==> src/rtl/string_led_sequencer_if.sv <==
// -----------------------------------------------------------------------------
// string_led_sequencer_if
// SRAM read port used by the LED string sequencer.
//   cs_n  : chip select, active low (driven by the sequencer)
//   addr  : byte address, ASIZE bits (driven by the sequencer)
//   rdata : read data, valid the cycle after cs_n=0 (driven by the SRAM)
// Modports: master = sequencer side, slave = SRAM side.
// -----------------------------------------------------------------------------
interface string_led_sequencer_if #(
   parameter int ASIZE = 32
) ();
   logic             cs_n;
   logic [ASIZE-1:0] addr;
   logic [7:0]       rdata;

   modport master (output cs_n, output addr, input rdata);
   modport slave  (input cs_n, input addr, output rdata);
endinterface

==> src/rtl/string_led_sequencer.sv <==
// -----------------------------------------------------------------------------
// string_led_sequencer
// Reads pixel bytes over an SRAM read port and serialises them as a
// WS2812-style one-wire stream (bit1 = H H L, bit0 = H L L, MSB first,
// three prescaled ticks per bit), followed by a RST_TICKS low latch gap
// after every pass over the buffer.
//
// Ports
//   clk, reset      clock (rising edge), synchronous active-high reset
//   controller_en   0 aborts any transfer on the next edge
//   prescaler       tick period = prescaler+1 clocks (latched at start)
//   polarity        1 inverts led_out (applied live)
//   w_count         number of passes over the buffer (latched at start)
//   w_first/w_last  inclusive byte address range (latched at start)
//   start           start strobe, honoured only in IDLE
//   progress        1 while a transfer is active
//   sram            SRAM read port (master modport)
//   led_out         serial LED data
//
// Build option: STRING_LED_LOOP_EN -- when defined, w_count==0 starts an
// endless transfer that only ends on controller_en=0 or reset; otherwise
// a start with w_count==0 is ignored.
// -----------------------------------------------------------------------------
module string_led_sequencer #(
   parameter int ASIZE     = 32,
   parameter int PSIZE     = 32,
   parameter int RST_TICKS = 200
) (
   input  logic                      clk,
   input  logic                      reset,
   input  logic                      controller_en,
   input  logic [PSIZE-1:0]          prescaler,
   input  logic                      polarity,
   input  logic [3:0]                w_count,
   input  logic [ASIZE-1:0]          w_first,
   input  logic [ASIZE-1:0]          w_last,
   input  logic                      start,
   output logic                      progress,
   string_led_sequencer_if.master    sram,
   output logic                      led_out
);

   localparam int GW = $clog2(RST_TICKS + 1);

   typedef enum logic [2:0] {
      S_IDLE,
      S_FETCH,
      S_LOAD,
      S_SHIFT,
      S_GAP
   } state_t;

   state_t           state_q, state_d;
   logic [PSIZE-1:0] presc_q, presc_d;
   logic [PSIZE-1:0] prescaler_q, prescaler_d;
   logic [ASIZE-1:0] first_q, first_d;
   logic [ASIZE-1:0] last_q, last_d;
   logic [3:0]       count_q, count_d;
   logic [3:0]       pass_q, pass_d;
   logic [1:0]       phase_q, phase_d;      // 0 = lead high, 1 = data, 2 = tail low
   logic [2:0]       bit_q, bit_d;          // bit index, 7 = MSB
   logic [7:0]       shift_q, shift_d;
   logic [7:0]       next_byte_q, next_byte_d;
   logic             pref_q, pref_d;        // next byte already fetched for this byte
   logic             cap_q, cap_d;          // rdata of the prefetch is valid this cycle
   logic [GW-1:0]    gap_q, gap_d;
   logic [ASIZE-1:0] addr_q, addr_d;
   logic             cs_n_q, cs_n_d;
   logic             progress_q, progress_d;
   logic             led_out_q, led_out_d;

   logic             tick;
   logic             count_ok;
   logic             done;
   logic             raw_d;

`ifdef STRING_LED_LOOP_EN
   assign count_ok = 1'b1;
`else
   assign count_ok = (w_count != 4'd0);
`endif

   always_comb begin
      state_d     = state_q;
      presc_d     = presc_q;
      prescaler_d = prescaler_q;
      first_d     = first_q;
      last_d      = last_q;
      count_d     = count_q;
      pass_d      = pass_q;
      phase_d     = phase_q;
      bit_d       = bit_q;
      shift_d     = shift_q;
      next_byte_d = next_byte_q;
      pref_d      = pref_q;
      cap_d       = 1'b0;
      gap_d       = gap_q;
      addr_d      = addr_q;
      cs_n_d      = 1'b1;
      progress_d  = progress_q;
      done        = 1'b0;
      tick        = (presc_q == prescaler_q);

      if (cap_q) begin
         next_byte_d = sram.rdata;
      end

      case (state_q)
         S_IDLE: begin
            if (start && controller_en && count_ok && (w_first <= w_last)) begin
               prescaler_d = prescaler;
               first_d     = w_first;
               last_d      = w_last;
               count_d     = w_count;
               pass_d      = 4'd0;
               addr_d      = w_first;
               cs_n_d      = 1'b0;
               progress_d  = 1'b1;
               state_d     = S_FETCH;
            end
         end

         S_FETCH: begin
            state_d = S_LOAD;
         end

         S_LOAD: begin
            shift_d = sram.rdata;
            presc_d = '0;
            phase_d = 2'd0;
            bit_d   = 3'd7;
            pref_d  = 1'b0;
            state_d = S_SHIFT;
         end

         S_SHIFT: begin
            presc_d = tick ? '0 : presc_q + 1'b1;
            // A prefetch pulse was issued last cycle; its data arrives next cycle.
            cap_d   = !cs_n_q;
            if (tick) begin
               if ((phase_q == 2'd0) && (bit_q == 3'd7) && (addr_q != last_q)) begin
                  cs_n_d = 1'b0;
                  addr_d = addr_q + 1'b1;
                  pref_d = 1'b1;
               end
               if (phase_q == 2'd2) begin
                  phase_d = 2'd0;
                  if (bit_q == 3'd0) begin
                     if (pref_q) begin
                        shift_d = next_byte_q;
                        bit_d   = 3'd7;
                        pref_d  = 1'b0;
                        presc_d = '0;
                     end else begin
                        gap_d   = '0;
                        state_d = S_GAP;
                     end
                  end else begin
                     bit_d   = bit_q - 3'd1;
                     shift_d = {shift_q[6:0], 1'b0};
                  end
               end else begin
                  phase_d = phase_q + 2'd1;
               end
            end
         end

         S_GAP: begin
            presc_d = tick ? '0 : presc_q + 1'b1;
            if (tick) begin
               if (gap_q == GW'(RST_TICKS - 1)) begin
                  pass_d = pass_q + 4'd1;
`ifdef STRING_LED_LOOP_EN
                  done = (count_q != 4'd0) && (pass_d == count_q);
`else
                  done = (pass_d == count_q);
`endif
                  if (done) begin
                     progress_d = 1'b0;
                     state_d    = S_IDLE;
                  end else begin
                     addr_d  = first_q;
                     cs_n_d  = 1'b0;
                     state_d = S_FETCH;
                  end
               end else begin
                  gap_d = gap_q + 1'b1;
               end
            end
         end

         default: begin
            state_d = S_IDLE;
         end
      endcase

      // Abort: return to IDLE with every counter cleared.
      if ((state_q != S_IDLE) && !controller_en) begin
         state_d    = S_IDLE;
         progress_d = 1'b0;
         cs_n_d     = 1'b1;
         cap_d      = 1'b0;
         presc_d    = '0;
         phase_d    = 2'd0;
         bit_d      = 3'd0;
         pass_d     = 4'd0;
         gap_d      = '0;
         pref_d     = 1'b0;
         addr_d     = '0;
      end

      // led_out is registered, so it is derived from the next-state values.
      raw_d     = (state_d == S_SHIFT) &&
                  ((phase_d == 2'd0) || ((phase_d == 2'd1) && shift_d[7]));
      led_out_d = raw_d ^ polarity;
   end

   always_ff @(posedge clk) begin
      if (reset) begin
         state_q     <= S_IDLE;
         presc_q     <= '0;
         prescaler_q <= '0;
         first_q     <= '0;
         last_q      <= '0;
         count_q     <= 4'd0;
         pass_q      <= 4'd0;
         phase_q     <= 2'd0;
         bit_q       <= 3'd0;
         shift_q     <= 8'd0;
         next_byte_q <= 8'd0;
         pref_q      <= 1'b0;
         cap_q       <= 1'b0;
         gap_q       <= '0;
         addr_q      <= '0;
         cs_n_q      <= 1'b1;
         progress_q  <= 1'b0;
         led_out_q   <= polarity;
      end else begin
         state_q     <= state_d;
         presc_q     <= presc_d;
         prescaler_q <= prescaler_d;
         first_q     <= first_d;
         last_q      <= last_d;
         count_q     <= count_d;
         pass_q      <= pass_d;
         phase_q     <= phase_d;
         bit_q       <= bit_d;
         shift_q     <= shift_d;
         next_byte_q <= next_byte_d;
         pref_q      <= pref_d;
         cap_q       <= cap_d;
         gap_q       <= gap_d;
         addr_q      <= addr_d;
         cs_n_q      <= cs_n_d;
         progress_q  <= progress_d;
         led_out_q   <= led_out_d;
      end
   end

   assign progress  = progress_q;
   assign sram.cs_n = cs_n_q;
   assign sram.addr = addr_q;
   assign led_out   = led_out_q;

endmodule
==> src/flat_wrapper.sv <==
// flat-port wrapper written by rule: the top's interface ports become plain ports
module string_led_sequencer_flat 
#(
   parameter int ASIZE     = 32,
   parameter int PSIZE     = 32,
   parameter int RST_TICKS = 200
)
  (clk, reset, controller_en, prescaler, polarity, w_count, w_first, w_last, start, progress, led_out, sram_cs_n, sram_addr, sram_rdata);
  string_led_sequencer_if #(.ASIZE(ASIZE)) sram_i ();
  input  logic clk;
  input  logic reset;
  input  logic controller_en;
  input  logic [PSIZE-1:0] prescaler;
  input  logic polarity;
  input  logic [3:0] w_count;
  input  logic [ASIZE-1:0] w_first;
  input  logic [ASIZE-1:0] w_last;
  input  logic start;
  output logic progress;
  output logic led_out;
  output wire logic [$bits(sram_i.cs_n)-1:0] sram_cs_n;
  output wire logic [$bits(sram_i.addr)-1:0] sram_addr;
  input wire logic [$bits(sram_i.rdata)-1:0] sram_rdata;
  assign sram_cs_n = sram_i.cs_n;
  assign sram_addr = sram_i.addr;
  assign sram_i.rdata = sram_rdata;
  string_led_sequencer #(.ASIZE(ASIZE), .PSIZE(PSIZE), .RST_TICKS(RST_TICKS)) u_core (.clk(clk), .reset(reset), .controller_en(controller_en), .prescaler(prescaler), .polarity(polarity), .w_count(w_count), .w_first(w_first), .w_last(w_last), .start(start), .progress(progress), .sram(sram_i), .led_out(led_out));
endmodule
==> config.mk <==
export PLATFORM = sky130hd
export DESIGN_NAME = string_led_sequencer_flat
export DESIGN_NICKNAME = d
export VERILOG_FILES = /design/src/rtl/string_led_sequencer_if.sv /design/src/rtl/string_led_sequencer.sv /design/src/flat_wrapper.sv
export SDC_FILE = /design/constraint.sdc
export NUM_CORES = 1
export LEC_CHECK = 0
export BUFFER_PORTS_ARGS = -buffer_cell sky130_fd_sc_hd__clkbuf_2
export CAP_MARGIN = 20
export CELL_PAD_IN_SITES_DETAIL_PLACEMENT = 0
export CELL_PAD_IN_SITES_GLOBAL_PLACEMENT = 1
export CORE_AREA = 2 2 162 164
export CTS_CLUSTER_SIZE = 28
export DETAILED_ROUTE_END_ITERATION = 6
export DIE_AREA = 0 0 164 166
export PLACE_DENSITY = 0.79
export REMOVE_ABC_BUFFERS = 1
export SLEW_MARGIN = 20
export SYNTH_ARGS = -nofsm -noshare
export SYNTH_HDL_FRONTEND = slang
export SYNTH_SLANG_ARGS = --single-unit
==> constraint.sdc <==
create_clock -name clk -period 3.1 [get_ports clk]
set_input_delay 0.465 -clock clk [delete_from_list [all_inputs] [get_ports clk]]
set_output_delay 0.465 -clock clk [all_outputs]
set_load 0.005 [all_outputs]
==> summary.md, run 1 <==
| Metric | Value |
|---|---|
| IO Pins | 148 |
| Critical path arrival | roughly 3.4 ns |
| Most area-consuming cells after synthesis | dfxtp_1 (37%), mux2i_1 (10%), nor2_1 (6.5%) |
| Final Util | 50.75% |
| RSZ-0062 raised after global routing | no |
| Initial drt markers | between 700 and 800 |
| CTS tree | built |
| CP Max Fanout | 9 |
| Period utilization | between 90 and 100% |
| Crit path max-delay family | simple AND/OR/NAND/NOR gates |
| Most instantiated library cell after synthesis | dfxtp_1 |
| Antenna Cells | 0 |
| Buffers on Ports | roughly 150 |
| Htree depth | 1 |
| Initial antenna violation count | 0 |
| Synth Register Bits | 205 |
| Cells after DPL | roughly 1700 |
| Worst skew pair latency | 0.52 ns |
| Synth cell count leaders | dfxtp_1 (205), nor2_1 (190), mux2i_1 (110) |
| Area grow syn2layout | 18.22% |
| Non-Filler Instances | ~1800 |
| Hold_buf cts | 0 |
| Largest net degree at the start of global routing | between 70 and 80 |
| DP HPWL | 22.69 mm |
| Post-CTS sizing | 0 |
| DRT met1 WL | 14.81 mm |
| CTS Buf Count | 24 |
| Worst path most repeated cell | nor2_1 |
| Slew Limit Headroom | 51.12% |
| Synth Flop Type | dfxtp_1 |
| Worst slew pin tran | ~0.73 ns |
| Fin crit period | between 2 and 3 ns |
| Wire length on met2 | 14.45 mm |
| Critical path cell sequence | xor2_1, nor4_1, nand4_1, or2_1, nor2_1, nor2_1, or4b_1, a21oi_1 |
| Hold Crit Class | input port to register |
| Seq/Total Area, Yosys | 37.32% |
| Mapped Cells | between 1000 and 1500 |
| Power Dens Cells | around 480 nW/um^2 |
| P_int | around 4.7 mW |
| CP startpoint kind | register |
| Final setup violation count | 0 |
| Cell leakage power | 5.212 nW |
| Fmax achieved | 344.1 MHz |
| Synth top area share | about 37% |
| Area after DPL | 12250 sq um |
| Fin. max-slew vios | 0 |
| Outcome | finished clean |
| Postcts setup bufs | 0 |
| Number of synthesized flops with an enable pin | 0 |
| Logic pwr share | 12.2% |
| Pre-Repair DR Iteration Count | 5 |
| Routed WL per cell | 17.75 um |
| Psw | 1.624 mW |
| Fill count | 2461 |
| First-pass GRT wire length | between 50 and 60 mm |
| DIE AREA | roughly 27000 sq um |
| Share of cells above drive strength 1 | 17.81% |
| Worst Skew | around 0.021 ns |
| Layout Nets | between 1500 and 2000 |
| GRT Util Overall | 22.84% |
| VDD IR-drop max | 0.0004232 V |
| Max Cap Viol | 0 |
| Die Wd | about 160 um |
| Worst path bufs/invs | 0 |
| Final weighted congestion in routability-driven placement | roughly 0.81 |
| Top Layer Used | met4 |
| Clk sinks | 205 |
| Worst path required time | ~3.5 ns |
| WS Path Type | register to register |
| Placement Rows | a little under 60 |
| Via count | slightly above 10000 |
| Critical path endpoint category | register |
| Sequential group share of total power | between 40% and 50% |
| Design Area, Final | roughly 13000 sq um |
| Largest area contributor in the netlist | dfxtp_1 |
| Clk network pwr share | about 43% |
| Asr flop ratio synth | 0% |
| Routed met3 length | ~1.7 mm |
| Yosys warnings | 0 |
| Mapped cell area | ~11000 sq um |
| Synth unique cells | 69 |
| Mean post-synth cell area | about 8.4 sq um |
| Clk pin slew, worst setup/hold paths | roughly 0.060 ns |
| Number of global-route vias before repair | 9481 |
| Sw Ratio | 25.80% |
| Hold Fails Final Rpt | 0 |
| Slowest CP cell | dfxtp_1 |
| Initial Utilization | between 40% and 50% |
| GRT overflow | 0 |
| Total Wirelength | approximately 32 mm |
| Clk root buf | clkbuf_16 |
| DRC viols | 0 |
| Die Height | 166 um |
| Vias per inst | 5.637 |
| Max clock buf depth | 3 |
| Core box area | 25620 sq um |
| Slowest cell delay on critical path | 0.53 ns |
| Final ANT Viol Nets | 0 |
==> worst min-delay path, delay by kind of cell <==
family        cells  cell delay [ns]
simple gates      1             0.07
mux               1             0.05
buf+inv           1             0.07
==> layout make-up <==
class,count,area (sq um),share of cell area (%)
inverters,42,157.7,1.213
flip-flops and latches,205,4104,31.57
clock buffers,34,689.4,5.303
multi-input cells,968,6389,49.14
well taps,335,419.2,3.224
clock inverters,8,65.06,0.5005
repair buffers,197,1176,9.047
==> power groups by stage <==
stage	Clock (mW)	Combinational (mW)	Sequential, mW
3_5_place_dp	0	0.764	2.86
2_1_floorplan	0	0.440	2.84
6_report	2.73	0.765	2.80
5_1_grt	2.91	0.843	2.81
4_1_cts	2.79	0.768	2.80
3_3_place_gp	0	0.757	2.86
==> routing by layer <==
metal | track usage [%] | vias to the layer above
met5 | 0 | -
met1 | 32.10 | 4778
li1 | - | 4970
met2 | 36.43 | 291
met4 | 6.712 | 0
met3 | 3.172 | 46
==> cells in the final DEF (no fill, tap or decap), drive strengths merged, types with 37 or more instances in the layout <==
cell    synthesis  layout
nor2          191     191
inv            42      42
nor3           37      37
mux2i         110     110
xnor2          44      44
buf            20      51
dfxtp         205     205
a21oi          80      80
o21ai          47      47
nand2          80      80
xor2           37      37
ha             39      39
clkbuf         71     180
==> state kept, by name, indices dropped and copies added (netlist names) <==
name	count
u_core.sram.cs_n	1
u_core.progress	1
u_core.prescaler_q	32
u_core.cap_q	1
u_core.state_q	3
u_core.pass_q	4
u_core.led_out	1
u_core.first_q	32
u_core.last_q	32
u_core.gap_q	8
u_core.pref_q	1
u_core.shift_q	8
u_core.count_q	4
u_core.presc_q	32
u_core.sram.addr	32
u_core.phase_q	2
u_core.next_byte_q	8
u_core.bit_q	3
==> path summary, 6_finish.rpt <==
kind | start | end | slack, ns | depth (start not counted)
worst max-delay path | u_core.presc_q[12] | u_core.pass_q[2] | 0.19 | 8
worst min-delay path | prescaler[23] | u_core.prescaler_q[23] | 0.20 | 3
worst max register to register | u_core.presc_q[12] | u_core.pass_q[2] | 0.19 | 8
worst min register to register | u_core.next_byte_q[6] | u_core.next_byte_q[6] | 0.49 | 2
==> through the flow <==
step / hold WS (ns) / setup TNS, ns / total power [mW] / setup WS (ns)
floorplan: 0.4274 / -324.72 / 3.283 / -3.477
global placement: 0.4686 / 0 / 3.615 / 0.04292
detailed placement: 0.4807 / 0 / 3.623 / 0.01694
CTS: 0.1803 / 0 / 6.360 / 0.2117
global route: 0.1906 / 0 / 6.562 / 0.03014
finish: 0.1956 / 0 / 6.297 / 0.1936
==> logic make-up after synthesis <==
family	share of synthesized area [%]
multiplexers	10.01
adder cells (fa/ha/maj)	4.437
buffers and inverters	4.790
XOR/XNOR	6.451
AO/OA/AOI/OAI	16.87
flip-flops	37.32
AND/OR/NAND/NOR	20.12
(Power assumes the default switching activity.)
==> run 2, diff against run 1 <==
CORE_AREA = 2 2 156 158   (was 2 2 162 164)
DIE_AREA = 0 0 158 160   (was 0 0 164 166)
PLACE_DENSITY = 0.84   (was 0.79)
clock period = 3.5 ns   (was 3.1 ns; I/O delays follow)
==> summary.md, run 2 (synthesized netlist as in run 1, its figures left out) <==
| Metric | Value |
|---|---|
| Worst skew pair latency | 0.51 ns |
| DP HPWL | 22.06 mm |
| Slowest cell delay on critical path | between 0.5 and 0.6 ns |
| Htree depth | 1 |
| Placement Rows | 57 |
| Antenna Cells | 0 |
| Postcts setup bufs | 0 |
| IO Pins | between 100 and 150 |
| Die Wd | 158 um |
| Post-Place Setup Slack | between 0.2 and 0.25 ns |
| Layout Nets | 1568 |
| Outcome | finished clean |
| Final Util | 53.63% |
| Crit Reg-Reg Endpoint | u_core.presc_q[30] |
| Core box area | 23820 sq um |
| Instance count on the critical path | 8 |
| Area grow syn2layout | 16.18% |
| Number of global-route vias before repair | about 9500 |
| FF-to-FF path depth | 8 |
| Buffers on Ports | roughly 150 |
| Initial antenna violation count | 0 |
| Period utilization | a little over four fifths |
| Total Wirelength | around 31 mm |
| Pre-Repair DR Iteration Count | 7 |
| Cell leakage power | just over 5 nW |
| RSZ-0062 raised after global routing | no |
| Fin. max-slew vios | 0 |
| Hold_buf cts | 0 |
| Clk pin slew, worst setup/hold paths | about 0.06 ns |
| Fin crit period | slightly below 3 ns |
| Critical path endpoint category | register |
| Die Height | around 160 um |
| CP startpoint kind | register |
| Share of cells above drive strength 1 | roughly 17% |
| Largest net degree at the start of global routing | 66 |
| Slew Limit Headroom | between 40% and 50% |
| CP Max Fanout | 7 |
| VDD IR-drop max | between 0.0004 and 0.0005 V |
| DIE AREA | 25280 sq um |
| Clk root buf | clkbuf_16 |
| Post-CTS sizing | 0 |
| Power Total | about 5.6 mW |
| Initial drt markers | about 830 |
| R2r setup slk | between 0.5 and 0.6 ns |
| Commonest non-fill, non-tap cell in the layout | dfxtp_1 |
| Slowest CP cell | or4_4 |
| CTS Buf Count | 23 |
| Hold Crit Class | input port to register |
| Crit path max-delay family | simple AND/OR/NAND/NOR gates |
| Fmax achieved | between 300 and 400 MHz |
| Vias per inst | roughly 5.7 |
| Clk sinks | between 200 and 250 |
| Final weighted congestion in routability-driven placement | a little under 0.9 |
| Worst path bufs/invs | 0 |
| Area after DPL | approximately 12000 sq um |
| Most frequent cells in the layout | dfxtp_1 (205), nor2_1 (188), clkbuf_2 (146) |
| Critical path origin | u_core.presc_q[0] |
| Design Area, Final | between 10000 and 15000 sq um |
| First-pass GRT wire length | ~50 mm |
| Critical path cell sequence | ha_1, nand4_2, or4_4, or4_4, nor2_4, nand3_2, or4_1, a21oi_1 |
| Initial Utilization | between 40% and 50% |
| WS Path Type | register to register |
| DRC viols | 0 |
| Max clock buf depth | 3 |
| Max Cap Viol | 0 |
| GRT overflow | 0 |
| Hold Startpoint | polarity |
| Critical path arrival | ~3.4 ns |
| Fin worst setup slack | roughly 0.56 ns |
| Critical path endpoint | u_core.presc_q[30] |
| GRT Util Overall | about 25% |
| Worst path most repeated cell | or4_4 |
| Final ANT Viol Nets | 0 |
| Routed WL per cell | between 15 and 20 um |
| Worst path required time | slightly below 4 ns |
| Final setup violation count | 0 |
| CTS tree | built |
| Hold Fails Final Rpt | 0 |
| Worst R2R Start | u_core.presc_q[0] |
| Worst Skew | 0.01585 ns |
| Power Dens Cells | approximately 440 nW/um^2 |
| Via count | ~10000 |
| Worst slew pin tran | between 0.7 and 0.8 ns |
==> run 2: cell count changes in the layout (fill, tap and decap cells not counted), sizes merged <==
cell	change
bufinv	+2
clkinv	-3
clkbuf	-4
buf	-21
==> run 2: per-stage QoR <==
stage                     hold WS, ns  cells  setup TNS, ns
after floorplan                0.4274   1215        -269.60
after global placement         0.4672   1715              0
after detailed placement       0.4806   1715              0
after CTS                      0.2130   1752              0
after global routing           0.2133   1752              0
final                          0.2245   1752              0
==> run 2: final cells by class <==
cell class / count / area, sq um
clock buffer: 30 / 641.9
clock inverter: 7 / 110.1
fill: 2273 / 11040
inverter: 42 / 157.7
multi-input combinational: 968 / 6389
sequential: 205 / 4104
tap: 324 / 405.4
timing repair buffer: 176 / 968.4
==> run 2: worst min path at each step <==
stage,depth (start not counted),slack [ns],end
after global placement,2,0.47,u_core.next_byte_q[3]
final,2,0.22,u_core.led_out
after CTS,2,0.21,u_core.led_out
after detailed placement,2,0.48,u_core.next_byte_q[1]
after global routing,2,0.21,u_core.led_out
after floorplan,1,0.43,u_core.cap_q
==> run 2: where the power goes <==
group	switching (mW)	total (mW)	internal (mW)	leakage, nW
Clock	0.955	2.45	1.50	0.374
Combinational	0.369	0.644	0.275	3.05
Sequential	0.0796	2.49	2.41	1.66
Total	1.40	5.59	4.18	5.08
==> run 2: per-layer routing <==
| layer | vias up | GRT usage, % | share of wire [%] |
|---|---|---|---|
| met5 | - | 0 | 0 |
| met4 | 0 | 7.043 | 3.0 |
| met3 | 53 | 3.609 | 6.0 |
| met2 | 326 | 39.39 | 45 |
| met1 | 4711 | 34.21 | 46 |
| li1 | 4927 | - | - |
==> run 3, diff against run 2 <==
ABC_AREA = 1   (was not set)
CORE_AREA = 2 2 173 175   (was 2 2 156 158)
DIE_AREA = 0 0 175 177   (was 0 0 158 160)
PLACE_DENSITY = 0.8   (was 0.84)
clock period = 2.8 ns   (was 3.5 ns; I/O delays follow)
==> summary.md, run 3 <==
| Metric | Value |
|---|---|
| Outcome | finished clean |
| Mapped Cells | between 1500 and 2000 |
| Number of global-route vias before repair | roughly 12000 |
| Fmax achieved | just over 400 MHz |
| Most frequent cells in the layout | nand2_1 (472), inv_1 (259), dfxtp_1 (205) |
| Fin crit period | roughly 2.4 ns |
| Worst Skew | between 0.02 and 0.025 ns |
| Share of cells above drive strength 1 | approximately 15% |
| Initial drt markers | around 730 |
| Synth top area share | between 30% and 40% |
| Cell leakage power | 6.251 nW |
| Placement Rows | between 60 and 70 |
| GRT overflow | 0 |
| Worst path required time | 3.27 ns |
| CP Max Fanout | 5 |
| Commonest non-fill, non-tap cell in the layout | nand2_1 |
| Non-Filler Instances | about 2400 |
| Register area | 4104 sq um |
| First-pass GRT wire length | 60.08 mm |
| Slew Limit Headroom | 45.27% |
| Fin worst setup slack | about 0.39 ns |
| Buffers on Ports | approximately 150 |
| Area grow syn2layout | 19.09% |
| Layout Nets | 2183 |
| Clk sinks | slightly above 200 |
| Post-Place Setup Slack | about 0.1 ns |
| RSZ-0062 raised after global routing | no |
| CP startpoint kind | register |
| Largest net degree at the start of global routing | approximately 60 |
| DP HPWL | 27.94 mm |
| Max Cap Viol | 0 |
| Seq/Total Area, Yosys | around a third |
| Synth cell count leaders | nand2_1 (472), inv_1 (259), dfxtp_1 (205) |
| Area after DPL | 13490 sq um |
| Die Height | between 150 and 200 um |
| Clk root buf | clkbuf_16 |
| Final ANT Viol Nets | 0 |
| Post-route setup TNS | 0 ns |
| Critical path endpoint category | register |
| Power Dens Cells | about 550 nW/um^2 |
| Vias per inst | about 5.0 |
| Die Wd | ~180 um |
| Worst skew pair latency | 0.54 ns |
| Hold Fails Final Rpt | 0 |
| Synth Register Bits | ~210 |
| Period utilization | roughly 86% |
| Routed WL per cell | around 15 um |
| VDD IR-drop max | around 0.0004 V |
| Total Wirelength | approximately 37 mm |
| Yosys warnings | 0 |
| Number of synthesized flops with an enable pin | 0 |
| Final weighted congestion in routability-driven placement | 0.9098 |
| Max clock buf depth | 3 |
| Pre-Repair DR Iteration Count | 5 |
| Most area-consuming cells after synthesis | dfxtp_1 (34%), nand2_1 (15%), inv_1 (8.1%) |
| DRC viols | 0 |
| Critical path arrival | ~2.9 ns |
| Hold_buf cts | 0 |
| Initial Utilization | 41.23% |
| Area occupied by multi-input gates | 6581 sq um |
| Asr flop ratio synth | 0% |
| Largest area contributor in the netlist | dfxtp_1 |
| Final setup violation count | 0 |
| Postcts setup bufs | 0 |
| Mapped cell area | about 12000 sq um |
| Fill count | 3109 |
| CTS tree | built |
| Cells after DPL | approximately 2400 |
| Design Area, Final | between 10000 and 15000 sq um |
| DIE AREA | 30980 sq um |
| Most instantiated library cell after synthesis | nand2_1 |
| Synth Flop Type | dfxtp_1 |
| CTS Buf Count | 25 |
| Mean post-synth cell area | roughly 6.4 sq um |
| WS Path Type | register to register |
| Worst slew pin tran | 0.8135 ns |
| GRT Util Overall | 23.76% |
| Power Total | ~7.9 mW |
| R2r setup slk | roughly 0.4 ns |
| Initial antenna violation count | 1 |
| Core box area | approximately 30000 sq um |
| Clk pin slew, worst setup/hold paths | ~0.060 ns |
| Synth unique cells | 49 |
| Hold Crit Class | input port to register |
| Fin. max-slew vios | 0 |
| Post-CTS sizing | 0 |
| Via count | approximately 12000 |
| IO Pins | approximately 150 |
| Htree depth | 1 |
[run 3: cell count changes in the layout (fill, tap and decap cells not counted), moves of 25 or more]
cell | previous run | this run
xnor2_1 | 44 | 11
inv_2 | 0 | 25
a21oi_1 | 80 | 188
o21ai_0 | 45 | 155
inv_1 | 42 | 259
nand3_1 | 28 | 66
mux2i_1 | 110 | 1
nand2_1 | 80 | 472
[run 3: cell type report]
| cell class | instances | share of cell area [%] |
|---|---|---|
| clock inverters | 12 | 1.054 |
| clock buffers | 32 | 4.958 |
| multi-input cells | 1313 | 45.83 |
| repair buffers | 197 | 8.609 |
| well taps | 390 | 3.398 |
| diodes | 1 | 0.01743 |
| inverters | 289 | 7.554 |
| flip-flops and latches | 205 | 28.58 |
[run 3: where the power goes]
part           switching [mW]  internal, mW  total [mW]
clock                    1.35          2.07        3.42
sequential              0.149          3.08        3.23
combinational           0.748         0.487        1.24
[run 3: worst max-delay path, cell delays in order (launching register included)]
cell and delay [ns]:
dfxtp_1 0.44, ha_1 0.27, nand2_1 0.09, nor2_1 0.24, nand3_1 0.17, nor3_1 0.47, or2_2 0.20, nand3_1 0.07
o211ai_1 0.12, nand4_1 0.12, a21oi_1 0.15
[run 3: metrics by stage]
stage | hold WS, ns | utilization [%]
floorplan | 0.4256 | -
global placement | 0.4310 | 46.14
detailed placement | 0.4382 | 46.14
CTS | 0.07850 | 49.10
global route | 0.1025 | 49.10
finish | 0.09790 | 49.10
[run 3: kinds of logic (layout without fill, tap and decap cells)]
group	after synthesis	in the layout	synth area share [%]
AOI/OAI and AO/OA	418	418	19.05
xor gates and xnor gates	30	30	2.179
adders and majority gates	39	39	4.047
buffers and inverters	358	530	11.51
DFF	205	205	34.04
muxes	1	1	0.08302
other	0	1	0
and+or+nand+nor	825	825	29.10
[run 3: worst paths after layout]
| kind | startpoint | end | cells past startpoint |
|---|---|---|---|
| max | u_core.sram.addr[0] | u_core.sram.addr[22] | 10 |
| min | polarity | u_core.led_out | 3 |
| max reg2reg | u_core.sram.addr[0] | u_core.sram.addr[22] | 10 |
| min reg2reg | u_core.first_q[19] | u_core.first_q[19] | 2 |
[run 3: routing by layer]
layer  part of all wire, %  GRT usage (%)  routed length (um)  vias to the layer above
met3                   4.0          2.706                1502                       47
met2                    47          41.58               17510                      280
met4                   2.1          5.590                 783                        0
met5                     0              0                   0                        -
met1                    47          31.31               17440                     5562
li1                      -              -                   -                     6414
